$ cat config.mk
export PLATFORM = sky130hd
export DESIGN_NAME = ram_1rw_nr_clr
export DESIGN_NICKNAME = d
export VERILOG_FILES = /design/src/rtl/ram_1rw_nr_clr.sv
export SDC_FILE = /design/constraint.sdc
export NUM_CORES = 2
export LEC_CHECK = 0
export CAP_MARGIN = 0
export CELL_PAD_IN_SITES_DETAIL_PLACEMENT = 0
export CELL_PAD_IN_SITES_GLOBAL_PLACEMENT = 1
export CORE_AREA = 2 2 349 611
export DETAILED_ROUTE_END_ITERATION = 8
export DIE_AREA = 0 0 351 613
export PLACE_DENSITY_LB_ADDON = 0.1
export REMOVE_ABC_BUFFERS = 1
export SETUP_SLACK_MARGIN = 0.4
export SKIP_CTS_REPAIR_TIMING = 1
export SLEW_MARGIN = 10
export SYNTH_ARGS = -nofsm -noshare
export SYNTH_HDL_FRONTEND = slang
export SYNTH_SLANG_ARGS = --single-unit
$ cat constraint.sdc
create_clock -name clk -period 5.4 [get_ports clk]
set_input_delay 1.08 -clock clk [delete_from_list [all_inputs] [get_ports clk]]
set_output_delay 1.08 -clock clk [all_outputs]
set_load 0.005 [all_outputs]
$ cat src/rtl/ram_1rw_nr_clr.sv
// ram_1rw_nr_clr: single-clock RAM with one read/write port (A) and NRD
// read-only ports (B), selectable read-during-write policy, optional output
// register and a clear engine that fills every word with CLEAR_VAL after
// reset and on clr_req.
//
// Handshake: there is no back-pressure. A request on port A (ena) or port
// B[i] (enb[i]) is accepted on the rising edge that samples it only while the
// RAM is ready (init_done=1) and clr_req is low; an accepted read produces a
// single-cycle valid pulse together with its data 1 (OUT_REG=0) or 2
// (OUT_REG=1) edges later. Requests that are not accepted are dropped.
// init_done mirrors the controller state (1 = READY, 0 = CLEAR).
module ram_1rw_nr_clr #(
    parameter int                DATA_W    = 16,
    parameter int                ADDR_W    = 6,
    parameter int                NRD       = 2,
    parameter int                RDW_MODE  = 0,
    parameter int                OUT_REG   = 0,
    parameter logic [DATA_W-1:0] CLEAR_VAL = '0
) (
    input  logic                     clk,
    input  logic                     rst_n,
    input  logic                     clr_req,
    output logic                     init_done,
    input  logic                     ena,
    input  logic                     wea,
    input  logic [ADDR_W-1:0]        addra,
    input  logic [DATA_W-1:0]        dia,
    output logic [DATA_W-1:0]        doa,
    output logic                     doa_valid,
    input  logic [NRD-1:0]           enb,
    input  logic [NRD*ADDR_W-1:0]    addrb,
    output logic [NRD*DATA_W-1:0]    dob,
    output logic [NRD-1:0]           dob_valid
);

    localparam int DEPTH = 2 ** ADDR_W;

    typedef enum logic {
        ST_CLEAR = 1'b0,
        ST_READY = 1'b1
    } state_t;

    state_t                      state_q, state_d;
    logic [ADDR_W-1:0]           clr_addr_q, clr_addr_d;
    logic                        init_done_q, init_done_d;

    logic [DATA_W-1:0]           mem [DEPTH];
    logic                        mem_we;
    logic [ADDR_W-1:0]           mem_waddr;
    logic [DATA_W-1:0]           mem_wdata;

    logic [NRD-1:0][ADDR_W-1:0]  addrb_v;

    // Raw read results, valid in the cycle the request is sampled
    logic                        rva;
    logic [DATA_W-1:0]           rda;
    logic [NRD-1:0]              rvb;
    logic [NRD-1:0][DATA_W-1:0]  rdb;

    // Optional first pipeline stage (only used when OUT_REG=1)
    logic                        s1_va_q, s1_va_d;
    logic [DATA_W-1:0]           s1_doa_q, s1_doa_d;
    logic [NRD-1:0]              s1_vb_q, s1_vb_d;
    logic [NRD-1:0][DATA_W-1:0]  s1_dob_q, s1_dob_d;

    // Output registers
    logic                        doa_valid_q, doa_valid_d;
    logic [DATA_W-1:0]           doa_q, doa_d;
    logic [NRD-1:0]              dob_valid_q, dob_valid_d;
    logic [NRD-1:0][DATA_W-1:0]  dob_q, dob_d;

    logic                        acc_ok;
    logic                        wr_a;

    assign addrb_v = addrb;

    // Accesses are only honoured in READY, and a clear request drops them
    assign acc_ok = (state_q == ST_READY) && !clr_req;
    assign wr_a   = acc_ok && ena && wea;

    // Controller next state and the single memory write port mux
    always_comb begin
        state_d     = state_q;
        clr_addr_d  = clr_addr_q;
        init_done_d = init_done_q;
        mem_we      = 1'b0;
        mem_waddr   = addra;
        mem_wdata   = dia;
        case (state_q)
            ST_CLEAR: begin
                // clr_req is ignored here: the sweep is never restarted
                mem_we    = 1'b1;
                mem_waddr = clr_addr_q;
                mem_wdata = CLEAR_VAL;
                if (&clr_addr_q) begin
                    state_d     = ST_READY;
                    init_done_d = 1'b1;
                    clr_addr_d  = '0;
                end else begin
                    clr_addr_d  = clr_addr_q + ADDR_W'(1);
                end
            end
            ST_READY: begin
                if (clr_req) begin
                    state_d     = ST_CLEAR;
                    init_done_d = 1'b0;
                    clr_addr_d  = '0;
                end else begin
                    mem_we = wr_a;
                end
            end
            default: begin
                state_d     = ST_CLEAR;
                init_done_d = 1'b0;
                clr_addr_d  = '0;
            end
        endcase
    end

    // Controller registers
    always_ff @(posedge clk or negedge rst_n) begin
        if (!rst_n) begin
            state_q     <= ST_CLEAR;
            clr_addr_q  <= '0;
            init_done_q <= 1'b0;
        end else begin
            state_q     <= state_d;
            clr_addr_q  <= clr_addr_d;
            init_done_q <= init_done_d;
        end
    end

    // Storage array; contents are not reset, the clear engine defines them
    always_ff @(posedge clk) begin
        if (mem_we) begin
            mem[mem_waddr] <= mem_wdata;
        end
    end

    // Read data selection; the array read is the pre-write word, so
    // read-first falls out naturally and write-first bypasses dia
    always_comb begin
        rva = acc_ok && ena;
        rda = ((RDW_MODE != 0) && wea) ? dia : mem[addra];
        for (int i = 0; i < NRD; i++) begin
            rvb[i] = acc_ok && enb[i];
            rdb[i] = ((RDW_MODE != 0) && wr_a && (addra == addrb_v[i]))
                     ? dia : mem[addrb_v[i]];
        end
    end

    // Pipeline and output next-state; data registers hold when not loaded
    always_comb begin
        s1_va_d     = rva;
        s1_doa_d    = rva ? rda : s1_doa_q;
        s1_vb_d     = rvb;
        s1_dob_d    = s1_dob_q;
        doa_valid_d = 1'b0;
        doa_d       = doa_q;
        dob_valid_d = '0;
        dob_d       = dob_q;
        for (int i = 0; i < NRD; i++) begin
            if (rvb[i]) begin
                s1_dob_d[i] = rdb[i];
            end
        end
        if (OUT_REG != 0) begin
            // Stage 2 is fed from stage 1, so in-flight reads finish even
            // when a clear request arrives
            doa_valid_d = s1_va_q;
            if (s1_va_q) begin
                doa_d = s1_doa_q;
            end
            dob_valid_d = s1_vb_q;
            for (int i = 0; i < NRD; i++) begin
                if (s1_vb_q[i]) begin
                    dob_d[i] = s1_dob_q[i];
                end
            end
        end else begin
            doa_valid_d = rva;
            if (rva) begin
                doa_d = rda;
            end
            dob_valid_d = rvb;
            for (int i = 0; i < NRD; i++) begin
                if (rvb[i]) begin
                    dob_d[i] = rdb[i];
                end
            end
        end
    end

    // Pipeline and output registers
    always_ff @(posedge clk or negedge rst_n) begin
        if (!rst_n) begin
            s1_va_q     <= 1'b0;
            s1_doa_q    <= '0;
            s1_vb_q     <= '0;
            s1_dob_q    <= '0;
            doa_valid_q <= 1'b0;
            doa_q       <= '0;
            dob_valid_q <= '0;
            dob_q       <= '0;
        end else begin
            s1_va_q     <= s1_va_d;
            s1_doa_q    <= s1_doa_d;
            s1_vb_q     <= s1_vb_d;
            s1_dob_q    <= s1_dob_d;
            doa_valid_q <= doa_valid_d;
            doa_q       <= doa_d;
            dob_valid_q <= dob_valid_d;
            dob_q       <= dob_d;
        end
    end

    assign init_done = init_done_q;
    assign doa       = doa_q;
    assign doa_valid = doa_valid_q;
    assign dob       = dob_q;
    assign dob_valid = dob_valid_q;

endmodule
== Word level (Yosys, flattened, before mapping) ==
Memory sizes are Yosys's and may differ from the RTL's. A register that Yosys moved wholly into a read port is not among the register bits.
Index checks and enable logic that the tools add are counted.

* Flip-flop bits (word level): 11
* Bits in writable memories: 1024
* Output and inout port bits: 52
* Memories: 1

{| class="wikitable"
|+ Memory list
! name !! depth !! bits a word !! rd ports !! clocked after memory_dff !! wr ports !! RTL line !! RTL
|-
| mem || 64 || 16 || 3 || 3 || 1 || 47 || <nowiki>logic [DATA_W-1:0] mem [DEPTH];</nowiki>
|}

* Add/sub/neg operators: 1
* Equal/unequal tests: 2
* Muxes and demuxes: 15
* Bitwise logic cells: 1
* Reduce and logical (&&, ||, !) cells: 11

{| class="wikitable"
|+ Operators by type and width
! cell !! number
|-
| 2-to-1 mux 6 bit || 3
|-
| 2-to-1 mux 16 bit || 1
|-
| one-hot mux 6 bit (2 select lines) || 1
|-
| 2-to-1 mux 1 bit || 7
|-
| adder 6 x 1 -> 6 bit (second input constant) || 1
|-
| one-hot mux 1 bit (2 select lines) || 3
|-
| AND reduction 6 bit || 1
|-
| logical AND 1 bit || 5
|-
| zero test 1 bit || 4
|-
| inequality test 2 bit (second input constant) || 2
|-
| AND reduction 2 bit || 1
|-
| NOT 1 bit || 1
|}

== Depth between registers and ports, before layout ==
* Word-level depth: 8
* Depth in mapped cells: 10
* Depth with buffers taken out: 6

== Worst setup path after synthesis ==
OpenSTA, ideal clock, no wires.

* Kind: input to register
* Start point: in addra[2]
* End point: mem mem[0][0] (enable)
* Library setup time: 389 ps
* Arrival: 3385 ps
* Data required time: 5011 ps
* Path slack: 1626 ps
* Cell stages on the path: 8
* Path through: buf_2 buf_4 buf_4 buf_2 buf_2 mux2i_1 nand3_1 nor2_1

* Word-level cells in the longest chain between the ends: 1

{| class="wikitable"
|+ RTL lines
! item !! RTL line !! RTL
|-
| start: declaration || 26 || <nowiki>input logic [ADDR_W-1:0] addra,</nowiki>
|-
| 2-to-1 mux 6 bit || 89 || <nowiki>case (state_q)</nowiki>
|-
| end: declaration || 47 ||
|}

Every way passes these cells.

==> impl_metrics.ini <==
[clocking]
cts_tree = yes
clkTransAtPathRegs_ns = 0.07
cts_buffer_depth = 3
h-tree-depth = 3
numCtsBuffers = 110
clock-root-buffer = clkbuf_16
insertion_delay_ns = 0.77
cts.sinks = 1083

[routing]
initialDrtViolationCount = 2869
firstDrtPassIters = 8
wl_met3_um = 8040
antenna_left = 0
drc = 0
vias_per_cell = 5.57
drt-total-wl_um = 249000
top_layer = met5
wl_met1_um = 91300
wl_per_cell_um = 37.2
via_count = 37300
wl_met2_um = 138000

[setup_path]
cp.buffers_inverters = 1
critical_path_class = primary input to flip-flop
critical-path-slowest-cell = a2111oi_0
critPathTopFamily = compound AO/OA/AOI/OAI gates
slowest_delay_ns = 1.10
required_ns = 6.10
worstSetupEndpointType = flip-flop
startpoint_type = primary input
r2r_slack_ns = 1.98
path_cells = clkdlybuf4s50_1 -> nand2_2 -> a2111oi_0 -> a31oi_1 -> o211ai_1 -> a221o_1
crit_arrival_ns = 4.58
critical_path.max_fanout = 14

[pwr]
cellPowerDensity_nw_per_um2 = 339
internal_power_mw = 16.0
power_frac_seq_pct = 46.5
pwr-share-comb_pct = 19.1
switchingPower_mw = 6.98
clockPowerShare_pct = 34.4
p_total_mw = 23.0
max-vdd-ir-drop_v = 0.000263
p_leak_nw = 22.6
swShare_pct = 30.4

[synthesis]
ys_seq_elements = 1083
ys_seq_area_share_pct = 55.0
yosysUniqueCellTypes = 41
yosys_warnings = 0
synth_cells = 3668
synth_area_um2 = 58600
synth_area_per_cell_um2 = 16.0

[die]
pin_count = 93
start_util_pct = 27.9
die_h_um = 613
std_cell_rows = 223
fp.dieW_um = 351
core-area_um2 = 210000
dieArea_um2 = 215000

[sta]
timing.final.ws_setup_ns = 1.52
worst_pin_slew_ns = 1.22
whs_ns = 0.307
drv_slew = 0
final.setup_skew_ns = 0.0397
fin_crit_ns = 3.88
rsz0062_at_grt = false
setup_viol = 0
report.final.hold_viol_count = 0
fmax_mhz = 258
finalSetupTns_ns = 0
fin_crit_sh_pct = 71.9
max_slew_margin_pct = 16.4

[placement]
dp_hpwl_um = 173000
numPortBuffers = 92
gp_congestion = 0.813
dp_cells = 6486
place_area_um2 = 64300
place_ws_ns = 0.777

[outcome]
outcome = completed

[global_route]
grt_max_degree = 74
gr-total-overflow = 0
grt_pass1_vias = 40400
grt_use_total_pct = 23.0
grt_first_pass_wirelength_um = 339000
antenna_found_initial = 11

[cells_and_area]
final_area_um2 = 67800
drive_above_1_share_pct = 29.2
layout_commonest_cell = edfxtp_1
syn2layout_area_growth_pct = 15.7
layout_common_cells = 1,024 x edfxtp_1, 628 x mux2i_1, 449 x mux4_2, 240 x a22oi_1, 221 x buf_4
fin_cells = 6693
final_util_pct = 32.3
fin_nets = 3828

[flow_run]
drv_cap = 0

[min_path]
worstHoldPathType = primary input to asynchronous set/reset pin
==> area by class of cell <==
class / count / area [µm²]
timing repair buffer: 344 / 3240
antenna: 2 / 5.00
inverter: 7 / 26.3
clock buffer: 144 / 2970
multi-input combinational: 2240 / 25200
tap: 2812 / 3520
clock inverter: 61 / 592
fill: 20300 / 142000
sequential: 1083 / 32200
==> per-layer routing <==
layer	vias to the layer above	GRT usage [%]
met3	451	2.19
met2	1034	44.4
met5	-	0
li1	15800	-
met1	20000	25.2
met4	4	9.66
==> cells by family (layout without fill, tap and decap cells) <==
group / Yosys count / count (layout) / share of synthesized area [%]
buf+inv: 345 / 556 / 2.73
xor+xnor: 3 / 3 / 0.0448
simple gates: 331 / 331 / 2.83
fa+ha+maj: 1 / 1 / 0.0213
mux: 1219 / 1219 / 30.7
other cells: 0 / 2 / 0
flops: 1083 / 1083 / 55.0
compound gates: 686 / 686 / 8.70
==> registers in the layout (all words and copies together), names as in the netlist <==
signal / cells
clr_addr_q: 6
doa_valid: 1
dob: 32
doa: 16
init_done: 1
dob_valid: 2
state_q: 1
mem: 1024
==> worst paths after layout <==
| path | from | endpoint | cells after the start |
|---|---|---|---|
| worst max register to register | state_q$_DFF_PN0_ | mem[8][11]$_DFFE_PP_ | 5 |
| worst max-delay path | addrb[5] | dob[12]$_DFFE_PN0P_ | 6 |
| max in group asynchronous | rst_n | dob[28]$_DFFE_PN0P_ | 2 |
| worst min-delay path | rst_n | dob[14]$_DFFE_PN0P_ | 1 |
| worst min register to register | dob[18]$_DFFE_PN0P_ | dob[18]$_DFFE_PN0P_ | 1 |
| min in group clk | dob[18]$_DFFE_PN0P_ | dob[18]$_DFFE_PN0P_ | 1 |
==> synthesized netlist by cell type <==
master / n / area [µm²]
o32ai_1: 1 / 8.76
o31ai_1: 1 / 7.51
mux2_2: 141 / 1590
nand2b_1: 9 / 56.3
nor2_1: 80 / 300
o21ai_0: 51 / 255
nand3b_1: 2 / 15.0
a31oi_1: 48 / 300
buf_6: 2 / 22.5
nor3_1: 48 / 240
buf_4: 14 / 105
ha_1: 1 / 12.5
o211ai_1: 48 / 360
a211oi_1: 66 / 495
nand4_1: 1 / 6.26
nand3_1: 64 / 320
mux2i_1: 628 / 6290
and2_1: 19 / 119
edfxtp_1: 1024 / 30700
inv_1: 7 / 26.3
o21bai_1: 1 / 7.51
xnor2_1: 3 / 26.3
o22ai_1: 83 / 519
nor2b_1: 75 / 469
a2111oi_0: 48 / 420
and3_1: 2 / 12.5
buf_2: 150 / 751
nand2_1: 29 / 109
buf_12: 3 / 60.1
o21ai_1: 1 / 5.00
a22oi_1: 240 / 1800
mux4_4: 1 / 25.0
a32o_1: 1 / 10.0
clkbuf_1: 130 / 488
buf_1: 39 / 146
a22o_1: 48 / 420
dfrtp_1: 59 / 1480
or2_2: 2 / 12.5
o21a_1: 1 / 7.51
a221o_1: 48 / 480
mux4_2: 449 / 10100
==> power groups by stage <==
| stage | combinational, mW | clock, mW | sequential, mW |
|---|---|---|---|
| finish | 4.40 | 7.90 | 10.7 |
| global route | 4.63 | 8.35 | 10.8 |
| CTS | 4.47 | 8.11 | 10.7 |
| detailed placement | 4.47 | 0 | 10.9 |
| global placement | 4.46 | 0 | 10.9 |
| floorplan | 2.02 | 0 | 10.5 |
(Power assumes the default switching activity.)
